<file path="src/rtl/servo_pkg.sv">
// Constants shared by the servo PWM generator and decoder so both ends agree on timing and code scaling.
package servo_pkg;

    localparam int unsigned CLK_DIV     = 195;
    localparam int unsigned INIT        = 140;
    localparam int unsigned FRAME_TICKS = 5129;
    localparam int unsigned MAX_HIGH    = 1023;
    localparam int unsigned POS_W       = 8;
    localparam int unsigned TICK_W      = 10;
    localparam int unsigned ARITH_W     = 11;

endpackage

</file>
<file path="src/rtl/sync_edge.sv">
// Two-flop synchronizer for an asynchronous level plus one-cycle rise/fall pulses on the synchronized copy.
module sync_edge #(
    parameter bit RST_VAL = 1'b0
) (
    input  logic clk,
    input  logic rst,
    input  logic async_in,
    output logic level,
    output logic rise_c,
    output logic fall_c
);

    logic meta_q, meta_d;
    logic sync_q, sync_d;
    logic prev_q, prev_d;

    always_comb begin
        meta_d = async_in;
        sync_d = meta_q;
        prev_d = sync_q;
    end

    always_ff @(posedge clk) begin
        if (rst) begin
            meta_q <= RST_VAL;
            sync_q <= RST_VAL;
            prev_q <= RST_VAL;
        end else begin
            meta_q <= meta_d;
            sync_q <= sync_d;
            prev_q <= prev_d;
        end
    end

    assign level  = sync_q;
    assign rise_c = sync_q & ~prev_q;
    assign fall_c = ~sync_q & prev_q;

endmodule

</file>
<file path="src/rtl/servo_pwm_decoder.sv">
// Measures servo PWM high time in prescaled ticks and recovers the 8-bit position code, with error flags and a frame watchdog.
module servo_pwm_decoder
    import servo_pkg::*;
#(
    parameter int unsigned CLK_DIV     = servo_pkg::CLK_DIV,
    parameter int unsigned INIT        = servo_pkg::INIT,
    parameter int unsigned FRAME_TICKS = servo_pkg::FRAME_TICKS,
    parameter int unsigned MAX_HIGH    = servo_pkg::MAX_HIGH
) (
    input  logic              clk,
    input  logic              rst,
    input  logic              pwm_in,
    output logic [POS_W-1:0]  pos,
    output logic              pos_valid,
    output logic [TICK_W-1:0] pulse_ticks,
    output logic              err_short,
    output logic              err_long,
    output logic              signal_lost
);

    localparam int unsigned PRE_W = $clog2(CLK_DIV);
    localparam int unsigned HALF  = CLK_DIV / 2;
    localparam int unsigned LOST  = 2 * FRAME_TICKS;
    localparam int unsigned WD_W  = $clog2(LOST + 1);

    typedef enum logic [1:0] {
        ST_ARM,
        ST_WAIT_RISE,
        ST_HIGH,
        ST_DONE
    } state_e;

    logic sync_lvl, rise_c, fall_c;

    // Reset the synchronizer high so an input already high at reset never looks like a fresh rising edge.
    sync_edge #(.RST_VAL(1'b1)) u_sync (
        .clk      (clk),
        .rst      (rst),
        .async_in (pwm_in),
        .level    (sync_lvl),
        .rise_c   (rise_c),
        .fall_c   (fall_c)
    );

    state_e              state_q, state_d;
    logic [PRE_W-1:0]    pre_q, pre_d;
    logic [TICK_W-1:0]   tick_q, tick_d;
    logic [POS_W-1:0]    pos_q, pos_d;
    logic                pos_valid_q, pos_valid_d;
    logic [TICK_W-1:0]   pulse_ticks_q, pulse_ticks_d;
    logic                err_short_q, err_short_d;
    logic                err_long_q, err_long_d;
    logic [PRE_W-1:0]    wd_pre_q, wd_pre_d;
    logic [WD_W-1:0]     wd_cnt_q, wd_cnt_d;
    logic                signal_lost_q, signal_lost_d;
    logic                wd_tick_c;
    logic [ARITH_W-1:0]  raw_c;

    assign raw_c     = (ARITH_W'(tick_q) - ARITH_W'(INIT)) >> 1;
    assign wd_tick_c = (wd_pre_q == PRE_W'(CLK_DIV - 1));

    // Measurement FSM, result decode and free-running frame watchdog.
    always_comb begin
        state_d       = state_q;
        pre_d         = pre_q;
        tick_d        = tick_q;
        pos_d         = pos_q;
        pos_valid_d   = 1'b0;
        pulse_ticks_d = pulse_ticks_q;
        err_short_d   = err_short_q;
        err_long_d    = err_long_q;
        wd_pre_d      = wd_tick_c ? '0 : wd_pre_q + PRE_W'(1);
        wd_cnt_d      = wd_cnt_q;
        signal_lost_d = signal_lost_q;

        case (state_q)
            ST_ARM: begin
                if (!sync_lvl) state_d = ST_WAIT_RISE;
            end
            ST_WAIT_RISE: begin
                if (rise_c) begin
                    state_d = ST_HIGH;
                    pre_d   = PRE_W'(HALF);
                    tick_d  = '0;
                end
            end
            ST_HIGH: begin
                // Abort wins over a coincident fall so tick_q never wraps.
                if (tick_q == TICK_W'(MAX_HIGH)) begin
                    err_long_d = 1'b1;
                    state_d    = ST_ARM;
                end else begin
                    if (pre_q == PRE_W'(CLK_DIV - 1)) begin
                        pre_d  = '0;
                        tick_d = tick_q + TICK_W'(1);
                    end else begin
                        pre_d  = pre_q + PRE_W'(1);
                    end
                    if (fall_c) state_d = ST_DONE;
                end
            end
            ST_DONE: begin
                pulse_ticks_d = tick_q;
                pos_valid_d   = 1'b1;
                state_d       = ST_WAIT_RISE;
                if (tick_q < TICK_W'(INIT)) begin
                    err_short_d = 1'b1;
                    err_long_d  = 1'b0;
                    pos_d       = '0;
                end else if (raw_c > ARITH_W'((1 << POS_W) - 1)) begin
                    err_short_d = 1'b0;
                    err_long_d  = 1'b1;
                    pos_d       = '1;
                end else begin
                    err_short_d = 1'b0;
                    err_long_d  = 1'b0;
                    pos_d       = POS_W'(raw_c);
                end
            end
            default: state_d = ST_ARM;
        endcase

        if (rise_c) begin
            wd_cnt_d = '0;
        end else if (wd_tick_c && (wd_cnt_q != WD_W'(LOST))) begin
            wd_cnt_d = wd_cnt_q + WD_W'(1);
        end

        if (pos_valid_d) begin
            signal_lost_d = 1'b0;
        end else if (wd_cnt_q == WD_W'(LOST)) begin
            signal_lost_d = 1'b1;
        end
    end

    always_ff @(posedge clk) begin
        if (rst) begin
            state_q       <= ST_ARM;
            pre_q         <= '0;
            tick_q        <= '0;
            pos_q         <= '0;
            pos_valid_q   <= 1'b0;
            pulse_ticks_q <= '0;
            err_short_q   <= 1'b0;
            err_long_q    <= 1'b0;
            wd_pre_q      <= '0;
            wd_cnt_q      <= '0;
            signal_lost_q <= 1'b0;
        end else begin
            state_q       <= state_d;
            pre_q         <= pre_d;
            tick_q        <= tick_d;
            pos_q         <= pos_d;
            pos_valid_q   <= pos_valid_d;
            pulse_ticks_q <= pulse_ticks_d;
            err_short_q   <= err_short_d;
            err_long_q    <= err_long_d;
            wd_pre_q      <= wd_pre_d;
            wd_cnt_q      <= wd_cnt_d;
            signal_lost_q <= signal_lost_d;
        end
    end

    assign pos         = pos_q;
    assign pos_valid   = pos_valid_q;
    assign pulse_ticks = pulse_ticks_q;
    assign err_short   = err_short_q;
    assign err_long    = err_long_q;
    assign signal_lost = signal_lost_q;

endmodule

</file>
<file path="config.mk">
export PLATFORM = sky130hd
export DESIGN_NAME = servo_pwm_decoder
export DESIGN_NICKNAME = d
export VERILOG_FILES = /design/src/rtl/servo_pkg.sv /design/src/rtl/sync_edge.sv /design/src/rtl/servo_pwm_decoder.sv
export SDC_FILE = /design/constraint.sdc
export NUM_CORES = 1
export LEC_CHECK = 0
export BUFFER_PORTS_ARGS = -buffer_cell sky130_fd_sc_hd__buf_4
export CORE_MARGIN = 2
export CORE_UTILIZATION = 64
export CTS_CLUSTER_DIAMETER = 60
export CTS_CLUSTER_SIZE = 30
export DETAILED_ROUTE_END_ITERATION = 8
export PLACE_DENSITY_LB_ADDON = 0.12
export SLEW_MARGIN = 20
export SYNTH_ARGS = -nofsm -noshare
export SYNTH_HDL_FRONTEND = slang
export SYNTH_SLANG_ARGS = --single-unit
</file>
<file path="constraint.sdc">
create_clock -name clk -period 5.6 [get_ports clk]
set_input_delay 0 -clock clk [delete_from_list [all_inputs] [get_ports clk]]
set_output_delay 0 -clock clk [all_outputs]
set_load 0.02 [all_outputs]
</file>
Word-level counts from Yosys, hierarchy flattened
Index checks and enable logic that the tools add are counted.
{ "totals": {"reg_bits": 67, "wordCells": 71} }
{ "classes": {"addsub": 5, "magnitude_cmp": 2, "n_eq_ne": 14, "muxes": 21, "bitwise": 4, "reduce_logical": 11} }
{ "ops": {"columns": ["operator", "n"], "rows": [
  ["8-bit two-way mux", 5],
  ["10-bit two-way mux", 3],
  ["10-bit case mux with 2 select lines", 1],
  ["8-bit by 1-bit adder with 8-bit output, second input constant", 2],
  ["8-bit == test, second input constant", 2],
  ["8-bit case mux with 2 select lines", 1],
  ["14-bit by 1-bit adder with 14-bit output, second input constant", 1],
  ["14-bit == test, second input constant", 1],
  ["14-bit inequality test, second input constant", 1],
  ["10-bit by 8-bit subtractor with 11-bit output, second input constant", 1],
  ["10-bit by 1-bit adder with 10-bit output, second input constant", 1],
  ["10-bit == test, second input constant", 1],
  ["10-bit by 8-bit greater-than comparator with 1-bit output, second input constant", 1],
  ["10-bit by 8-bit less-than comparator with 1-bit output, second input constant", 1],
  ["2-bit inequality test, second input constant", 5],
  ["2-bit two-way mux", 4],
  ["2-bit case mux with 4 select lines", 1],
  ["3-bit AND reduction", 2],
  ["2-bit OR reduction", 3],
  ["1-bit two-way mux", 5],
  ["2-bit == test, second input constant", 2],
  ["4-bit AND reduction", 1],
  ["2-bit nonzero test", 2],
  ["3-bit inequality test, second input constant", 1],
  ["7 further kinds", 9]
]} }

Depth between registers and ports, before layout
Gate-level depths: netlist (run 1).
{ "depth": {"ltp_word": 5, "mapped_depth": 8} }

By module
Synthesis (run 1) repeated with hierarchy kept, for this count alone.
{ "hier_totals": {"cells_unflattened": 383, "hier_area_um2": 3283.1} }
{ "by_module_without_submodules": {"columns": ["mod", "instances", "cells_each", "area_each_um2", "seq_area_each_um2"], "rows": [
  ["servo_pwm_decoder", 1, 375, 3190.6, 1281.2],
  ["sync_edge", 1, 8, 92.6, 60.1]
]} }

Worst setup path before layout (run 1)
No wires, ideal clock.
{ "synth_path": {"path_kind": "register -> register", "startpoint": "register pre_q[0]", "endpoint": "register tick_q[3]", "arrival_time_ps": 1924, "required_time_ps": 5530, "slack_ps": 3606, "stages_incl_launch_ff": 8, "n_path_buf": 0, "path_cell_list": "dfxtp_1 inv_1 ha_1 nand4b_1 or4_4 o21a_4 or4_1 a21oi_1"} }
{ "synth_via": {"elab_chain_cells": 3} }
{ "synth_lines": {"columns": ["element", "line", "rtl"], "rows": [
  ["start: declaration", "servo_pwm_decoder.sv:46", "logic [PRE_W-1:0] pre_q, pre_d;"],
  ["start signal: assignment", "servo_pwm_decoder.sv:151", "pre_q <= pre_d;"],
  ["8-bit == test", "servo_pwm_decoder.sv:93", "if (pre_q == PRE_W'(CLK_DIV - 1)) begin"],
  ["2-bit inequality test (no line)", null, null],
  ["4-bit AND reduction (no line)", null, null],
  ["end signal: assignment", "servo_pwm_decoder.sv:152", "tick_q <= tick_d;"],
  ["end: declaration", "servo_pwm_decoder.sv:47", "logic [TICK_W-1:0] tick_q, tick_d;"]
]} }
No other way between the ends.
A chain may end at the register's enable or synchronous reset.

Worst setup path after layout (run 1)
{ "layout_path": {"startpoint": "register pre_q[0]", "endpoint": "register tick_q[8]"} }
The elaborated chain is that of the path after synthesis.

==> flow_summary.yaml, run 1 <==
placed_design:
  place_hpwl_um: 4470
  post-place-ws_ps: 3440
  port_buffers: 24
  gp_congestion: 0.833
synth:
  yosys-top-cells-area: "dfxtp_1, nor2_1, ha_1"
  synthAdderAreaFrac: 0.0455
  synth_simple_gate_area_frac: 0.250
  synth-compound-area-share: 0.158
  synth_edf_count: 0
  synth-xor-area-share: 0.0477
  synth_area_mm2: 0.00330
  ys_types: 52
  synth_seq_cells: 67
  synthesis.nets: 394
  syn_avg_cell_area_um2: 8.71
  yosys_warnings: 0
  synthMuxAreaShare: 0.0394
  postSynth.asyncResetShare: 0
  synthFlopType: "dfxtp_1"
  synth.top_cell.area_share: 0.406
  yosysSeqAreaShare: 0.406
  yosysTopAreaCell: "dfxtp_1"
  netlist_instances: 379
  synth_top_family_by_area: "simple AND/OR/NAND/NOR gates"
clock_tree:
  clk_latency_ps: 350
  cts_buffers: 9
  cts.sinks: 67
  clk_pin_slew_ps: 70
  cts_buffer_depth: 2
  cts_tree: "yes"
  root_buffer: "clkbuf_8"
  cts.htree.levels: 3
floorplanning:
  dieArea_mm2: 0.00575
  die_width_um: 75.8
  fp.dieH_um: 75.8
  ios: 25
  core_area_mm2: 0.00504
  rows: 26
  initial_core_util: 0.655
drt:
  routed.top_layer: "met4"
  drc: 0
  routedWlPerCell_um: 14.1
  wl_met3_um: 242
  met2_length_um: 3170
  via_count: 2716
  drt_iter0_drc: 150
  viasPerCell: 5.75
  drt_wl_total_um: 6630
  antenna_left: 0
  wl_met1_um: 3070
  drt-pass1-iter-count: 4
finish:
  diodes: 0
  final_layout_size_suffix_gt1_frac: 0.134
  final_cell_mix: "dfxtp_1, nor2_1, a21oi_1, nand2_1, buf_4"
  multi_input_area_mm2: 0.00179
  nFillCells: 382
  seqCellArea_mm2: 0.00134
  area_delta_synth_final_pct: 10.8
  final_common_cell: "dfxtp_1"
  fin_nets: 412
  fin_util: 0.725
setup_path:
  crit_path_end_kind: "register"
  cp.required_ps: 5880
  cp_data_arrival_time_ps: 2500
  cp-start-kind: "register"
  r2r_cells: 7
  criticalPathCategory: "register to register"
  cp_max_fo: 18
sta:
  max_freq_mhz: 452
  worstMarginPinSlew_ps: 861
  hold_viol: 0
  fin_ws_ps: 3390
  finalCritPeriodShare: 0.395
  skew_ps: 12.4
  period_minus_slack_ps: 2210
  setup_viol: 0
  slew_viol_final: 0
  slew_headroom: 0.418
  rsz0062_at_grt: "false"
  setup_tns_ps: 0
power_and_ir_drop:
  ir_drop_uv: 168
  cellPowerDensity_mw_per_mm2: 269
  leakage_nw: 1.36
  power_mw: 0.983
global_route:
  grt_overflow: 0
  grt_pass1_vias: 2373
  antenna_found_initial: 0
  grt_max_degree: 35
  grt_pass1_wl_um: 10800
  grt.total_usage: 0.248
min_path:
  hold_class: "primary input to register"
  min_path_cells: 2
outcome:
  status: "complete, no violations"
job:
  max_cap_viol_count: 0
==> sequential cells by signal, indices dropped and copies added, names as in the netlist <==
signal / count
u_sync.level: 1
state_q: 2
u_sync.prev_q: 1
pre_q: 8
wd_cnt_q: 14
tick_q: 10
signal_lost: 1
pos_valid: 1
wd_pre_q: 8
pulse_ticks: 10
err_long: 1
pos: 8
err_short: 1
u_sync.meta_q: 1
==> per-layer routing <==
layer	global-route usage	up-vias
met1	0.308	1258
met5	0	-
met2	0.395	55
met3	0.0608	14
met4	0.136	0
li1	-	1389
==> critical path, stage by stage (launching register included) <==
cell      delay, ps
dfxtp_1         320
inv_1            90
ha_1            170
nand4b_1        150
or4_4           480
o21a_4          280
or4b_1          520
a21oi_1         140
==> synthesized netlist by cell type (6+ instances only) <==
cell type  count
mux2i_1       13
nor2_1        47
or4_1          6
clkbuf_1      11
nand2_1       24
xor2_1         9
o21ai_0       19
and3_1         7
xnor2_1        9
nand4_1        7
inv_1         15
nand3_1       14
o31ai_1        6
a21oi_1       28
dfxtp_1       67
ha_1          12
a21o_1         6
==> per-stage QoR <==
step | area [um2] | instances | hold slack (ps)
after global routing | 3660 | 472 | 49.1
final | 3660 | 472 | 41.8
after global placement | 3450 | 455 | 186
after CTS | 3650 | 472 | 28.9
after detailed placement | 3450 | 455 | 189
after floorplan | 3300 | 379 | 90.0
==> cells by family (layout without fill, tap and decap cells) <==
| family | after synthesis | after routing |
|---|---|---|
| and+or+nand+nor | 153 | 153 |
| AOI/OAI and AO/OA | 83 | 83 |
| DFF | 67 | 67 |
| buffers and inverters | 33 | 56 |
| xor gates and xnor gates | 18 | 18 |
| muxes | 13 | 13 |
| adders and majority gates | 12 | 12 |
==> final cells by class <==
cell class / instances / share of cell area
Clock inverter: 7 / 0.0188
Sequential cell: 67 / 0.367
Tap cell: 70 / 0.0239
Inverter: 15 / 0.0154
Timing Repair Buffer: 25 / 0.0520
Multi-Input combinational cell: 279 / 0.489
Clock buffer: 9 / 0.0339
==> final timing paths <==
check                startpoint  slack [ps]           end
setup / recovery       pre_q[0]        3390     tick_q[8]
hold / removal              rst          40    state_q[1]
setup reg to reg       pre_q[0]        3390     tick_q[8]
hold reg to reg   u_sync.meta_q         410  u_sync.level
==> power by group <==
| group | switching (mW) | internal, mW | total [mW] |
|---|---|---|---|
| Sequential | 0.0140 | 0.489 | 0.503 |
| Combinational | 0.0526 | 0.0323 | 0.0849 |
| Clock | 0.191 | 0.204 | 0.395 |
==> timing repair <==
item | in CTS | in global routing
resized for setup | 0 | 0
setup buffers | 0 | 0
hold buffers | 1 | 0
hold endpoints to repair | 1 | 0
(Power assumes the default switching activity.)
==> run 2, diff against run 1 <==
--- a/config.mk
+++ b/config.mk
@@ -7,7 +7,7 @@
 export LEC_CHECK = 0
 export BUFFER_PORTS_ARGS = -buffer_cell sky130_fd_sc_hd__buf_4
 export CORE_MARGIN = 2
-export CORE_UTILIZATION = 64
+export CORE_UTILIZATION = 54
 export CTS_CLUSTER_DIAMETER = 60
 export CTS_CLUSTER_SIZE = 30
 export DETAILED_ROUTE_END_ITERATION = 8
==> constraint.sdc (replaced) <==
create_clock -name clk -period 2 [get_ports clk]
set_input_delay 0 -clock clk [delete_from_list [all_inputs] [get_ports clk]]
set_output_delay 0 -clock clk [all_outputs]
set_load 0.02 [all_outputs]
==> flow_summary.yaml, run 2 (same netlist as run 1, synthesis figures left out) <==
global_route:
  grt_pass1_wl_um: 12300
  grt_max_degree: 35
  grt_pass1_vias: 2737
  grt.total_usage: 0.234
  antenna_found_initial: 0
  grt_overflow: 0
finish:
  largest_register_ffs: 14
  instances_no_fill: 518
  final_cell_mix: "dfxtp_1, buf_4, nor2_1, a21oi_1, nand2_1"
  final_layout_size_suffix_gt1_frac: 0.244
  final_cell_area_mm2: 0.00413
  fin_nets: 453
  diodes: 0
  area_delta_synth_final_pct: 25.0
  top_register: "wd_cnt_q"
  fin_util: 0.697
  final_common_cell: "dfxtp_1"
  nFillCells: 488
sta:
  fin_ws_ps: -101
  period_minus_slack_ps: 2100
  hold_slack_ps: 50.0
  slew_headroom: 0.620
  slew_viol_final: 0
  setup_tns_ps: -431
  finalCritPeriodShare: 1.05
  skew_ps: 11.9
  rsz0062_at_grt: "true"
  worstMarginPinSlew_ps: 558
  max_freq_mhz: 476
  hold_viol: 0
  setup_viol: 6
clock_tree:
  cts_tree: "yes"
  clk_latency_ps: 350
  cts.sinks: 67
  clk_pin_slew_ps: 80
  root_buffer: "clkbuf_8"
  cts_buffer_depth: 2
  cts.htree.levels: 3
  cts_buffers: 9
placed_design:
  post-place-ws_ps: -80.7
  place_hpwl_um: 5020
  dp.cells: 495
  place_area_mm2: 0.00372
  gp_congestion: 0.830
  port_buffers: 24
floorplanning:
  rows: 28
  die_width_um: 82.2
  fp.dieH_um: 82.2
  dieArea_mm2: 0.00676
  initial_core_util: 0.558
  core_area_mm2: 0.00592
  ios: 25
power_and_ir_drop:
  p_int_mw: 2.37
  power_mw: 3.15
  leakage_nw: 1.61
  cellPowerDensity_mw_per_mm2: 763
  p_switching_mw: 0.777
  p_seq_frac: 0.443
  switching_share: 0.247
  ir_drop_uv: 659
  clock_power_share: 0.445
  combPwrFrac: 0.112
drt:
  routedWlPerCell_um: 14.6
  drc: 0
  antenna_left: 0
  drt-pass1-iter-count: 4
  viasPerCell: 5.66
  via_count: 2932
  drt_iter0_drc: 141
  drt_wl_total_um: 7550
setup_path:
  criticalPathCategory: "register to register"
  cp_max_fo: 7
  crit_path_end_kind: "register"
  cp.required_ps: 2280
  cp-start-kind: "register"
  cp_data_arrival_time_ps: 2380
job:
  max_cap_viol_count: 0
outcome:
  failed_checks: "negative setup slack"
  status: "complete, but fails checks"
min_path:
  hold_class: "primary input to register"
## run 2: cell count changes in the layout (fill, tap and decap cells not counted), sizes merged
cell	change
o21a	+1
inv	+1
clkinvlp	-2
clkinv	-1
buf	+40
bufinv	+2
## run 2: area by class of cell
cell class | instances | area, um2 | area share
clock buffer | 9 | 124 | 0.0300
timing repair buffer | 65 | 494 | 0.120
tap | 75 | 93.8 | 0.0227
sequential | 67 | 1340 | 0.325
multi-input combinational | 280 | 1890 | 0.458
inverter | 15 | 56.3 | 0.0136
clock inverter | 7 | 125 | 0.0303
## run 2: critical path: stages (launching register included)
cell and delay (ps):
dfxtp_2 330, inv_2 70, ha_4 120, nand4b_1 130
or4_4 480, o21a_4 250, or4_4 510, a21oi_2 150
## run 2: metal layers
layer,wire [um],global-route usage
met4,106,0.0833
met1,3550,0.297
met3,252,0.0630
met5,0,0
met2,3640,0.382
## run 2: power by group through the flow
stage          sequential, mW  clock [mW]  combinational, mW
6_report                 1.40        1.40              0.352
5_1_grt                  1.40        1.48              0.398
4_1_cts                  1.40        1.41              0.332
3_5_place_dp             1.43           0              0.321
3_3_place_gp             1.43           0              0.315
2_1_floorplan            1.43           0              0.196
## run 2: path summary, 6_finish.rpt
kind,start,end,slack [ps],cells past startpoint
min,rst,pulse_ticks[6],50,2
max,pre_q[0],tick_q[7],-100,7
min reg2reg,u_sync.meta_q,u_sync.level,420,1
max reg2reg,pre_q[0],tick_q[7],-100,7
## run 2: what timing repair did
action,4_1_cts,5_1_grt
hold buffers,1,0
resized for setup,4,17
pin swaps,3,6
setup buffers,4,1
endpoints found under the hold margin,1,0
cloned,1,0
endpoints found under the setup margin,10,17
==> run 3, diff against run 2 <==
--- a/config.mk
+++ b/config.mk
@@ -15,4 +15,5 @@
 export SLEW_MARGIN = 20
 export SYNTH_ARGS = -nofsm -noshare
 export SYNTH_HDL_FRONTEND = slang
+export SYNTH_HIERARCHICAL = 1
 export SYNTH_SLANG_ARGS = --single-unit
==> flow_summary.yaml, run 3 <==
power_and_ir_drop:
  p_switching_mw: 0.648
  p_int_mw: 1.93
  cellPowerDensity_mw_per_mm2: 665
  power_mw: 2.58
  clock_power_share: 0.380
  combPwrFrac: 0.079
  ir_drop_uv: 480
  leakage_nw: 1.40
  switching_share: 0.251
  p_seq_frac: 0.541
outcome:
  status: "complete, no violations"
finish:
  final_cell_mix: "dfxtp_1, nor2_1, buf_4, nand2_1, a21oi_1"
  area_delta_synth_final_pct: 18.0
  seqCellArea_mm2: 0.00135
  final_cell_area_mm2: 0.00387
  multi_input_area_mm2: 0.00184
  final_common_cell: "dfxtp_1"
  largest_register_ffs: 14
  instances_no_fill: 504
  final_layout_size_suffix_gt1_frac: 0.189
  top_register: "wd_cnt_q"
  diodes: 0
  fin_nets: 439
  nFillCells: 511
setup_path:
  crit_buf_inv: 0
  crit_path_end_kind: "register"
  criticalPathCategory: "register to register"
  cp_slowest_cell: "or3_4"
  critPathTopFamily: "simple AND/OR/NAND/NOR gates"
  cp.required_ps: 2200
  cp_cell_sequence: "ha_2 > nand4_1 > or3_4 > a21oi_4 > or4_1 > a21oi_1"
  cp-start-kind: "register"
  cp_max_fo: 18
  cp_data_arrival_time_ps: 2140
  cpPeakStageDelay_ps: 450
global_route:
  grt_overflow: 0
  grt_pass1_vias: 2669
  grt_max_degree: 19
  antenna_found_initial: 0
  grt_pass1_wl_um: 12100
  grt.total_usage: 0.232
floorplanning:
  rows: 28
  die_width_um: 82.0
  dieArea_mm2: 0.00672
  ios: 25
  initial_core_util: 0.558
  fp.dieH_um: 82.0
  core_area_mm2: 0.00589
sta:
  setup_viol: 0
  hold_viol: 0
  hold_slack_ps: 435
  worstMarginPinSlew_ps: 622
  max_freq_mhz: 516
  rsz0062_at_grt: "true"
  finalCritPeriodShare: 0.968
  skew_ps: 11.1
  slew_viol_final: 0
  slew_headroom: 0.583
  period_minus_slack_ps: 1940
placed_design:
  gp_congestion: 0.860
  place_area_mm2: 0.00363
  port_buffers: 24
  dp.cells: 485
  place_hpwl_um: 5000
synth:
  yosysTopAreaCell: "dfxtp_1"
  synthesis.nets: 398
  netlist_instances: 383
  synthTopCellsByCount: "dfxtp_1, nor2_1, nand2_1, a21oi_1, o21ai_0"
  synth.top_cell.area_share: 0.409
  syn_avg_cell_area_um2: 8.57
  postSynth.asyncResetShare: 0
  synthFlopType: "dfxtp_1"
  synth_seq_cells: 67
  ys_types: 62
  synth_edf_count: 0
  yosys-top-cells-area: "dfxtp_1, nor2_1, ha_1"
  yosysSeqAreaShare: 0.409
  yosysMostFrequentCell: "dfxtp_1"
  yosys_warnings: 6
  synth_area_mm2: 0.00328
drt:
  viasPerCell: 5.72
  antenna_left: 0
  drc: 0
  drt-pass1-iter-count: 5
  drt_iter0_drc: 143
  routedWlPerCell_um: 14.3
  via_count: 2882
  drt_wl_total_um: 7220
min_path:
  hold_class: "register to register"
clock_tree:
  root_buffer: "clkbuf_8"
  clk_latency_ps: 340
  cts.sinks: 67
  clk_pin_slew_ps: 70
  cts_buffer_depth: 2
  cts.htree.levels: 3
  post_cts_buffers: 0
  cts_buffers: 9
  cts_tree: "yes"
job:
  max_cap_viol_count: 0
run 3: changes by cell type in the layout (fill, tap and decap cells not counted), sizes merged, moves of 4 or more:
cell    change
nor2        +5
a21o        -5
buf        -20
a211oi      -4
and3        -5
or3         +9
a21oi       -5
run 3: worst register-to-register path, delay by kind of cell, from the launching register on:
kind	cells	cell delay, ps
adder cells (fa/ha/maj)	1	210
flip-flops	1	340
AND/OR/NAND/NOR	3	820
AO/OA/AOI/OAI	2	440
run 3: timing repair:
action	in CTS	in global routing
hold buffers	3	0
gates resized for setup	2	11
endpoints found under the setup margin	2	16
hold endpoints to repair	7	0
pin swaps	0	2
run 3: per-stage QoR:
step / worst slack, ps / utilization / setup TNS, ps
2_1_floorplan: 44.1 / - / 0
3_3_place_gp: 96.0 / 0.618 / 0
3_5_place_dp: -0.0133 / 0.618 / -0.0133
4_1_cts: 57.2 / 0.653 / 0
5_1_grt: -79.2 / 0.658 / -182
6_report: 63.8 / 0.658 / 0
run 3: path summary, 6_finish.rpt:
check | depth (start not counted) | start | endpoint | slack, ps
max reg2reg | 6 | tick_q[2] | tick_q[7] | 60
min reg2reg | 1 | u_sync/meta_q | u_sync/level | 440
max | 6 | tick_q[2] | tick_q[7] | 60
min | 1 | u_sync/meta_q | u_sync/level | 440
run 3: power by group through the flow:
stage	Sequential, mW	Clock (mW)	Combinational [mW]
after CTS	1.39	0.997	0.201
after detailed placement	1.42	0	0.191
after global placement	1.42	0	0.190
after global routing	1.40	1.06	0.227
after floorplan	1.41	0	0.136
final	1.39	0.980	0.203
run 3: final cells by class:
type	count	share of cell area
clock inverters	4	0.00678
multi-input cells	282	0.475
inverters	17	0.0165
well taps	75	0.0242
flip-flops and latches	67	0.347
repair buffers	47	0.0930
clock buffers	12	0.0375
run 3: cells by family after synthesis:
family / share of synthesized area
XOR/XNOR: 0.0453
flip-flops: 0.409
buffers and inverters: 0.0415
adder cells (fa/ha/maj): 0.0457
AO/OA/AOI/OAI: 0.162
AND/OR/NAND/NOR: 0.257
multiplexers: 0.0400
run 3: routing by layer:
metal | vias up | GRT usage | routed length [um] | part of all wire
met2 | 53 | 0.359 | 3250 | 0.45
met3 | 13 | 0.0440 | 278 | 0.039
met1 | 1365 | 0.321 | 3580 | 0.50
li1 | 1451 | - | - | -
met5 | - | 0 | 0 | 0
met4 | 0 | 0.0833 | 111 | 0.015
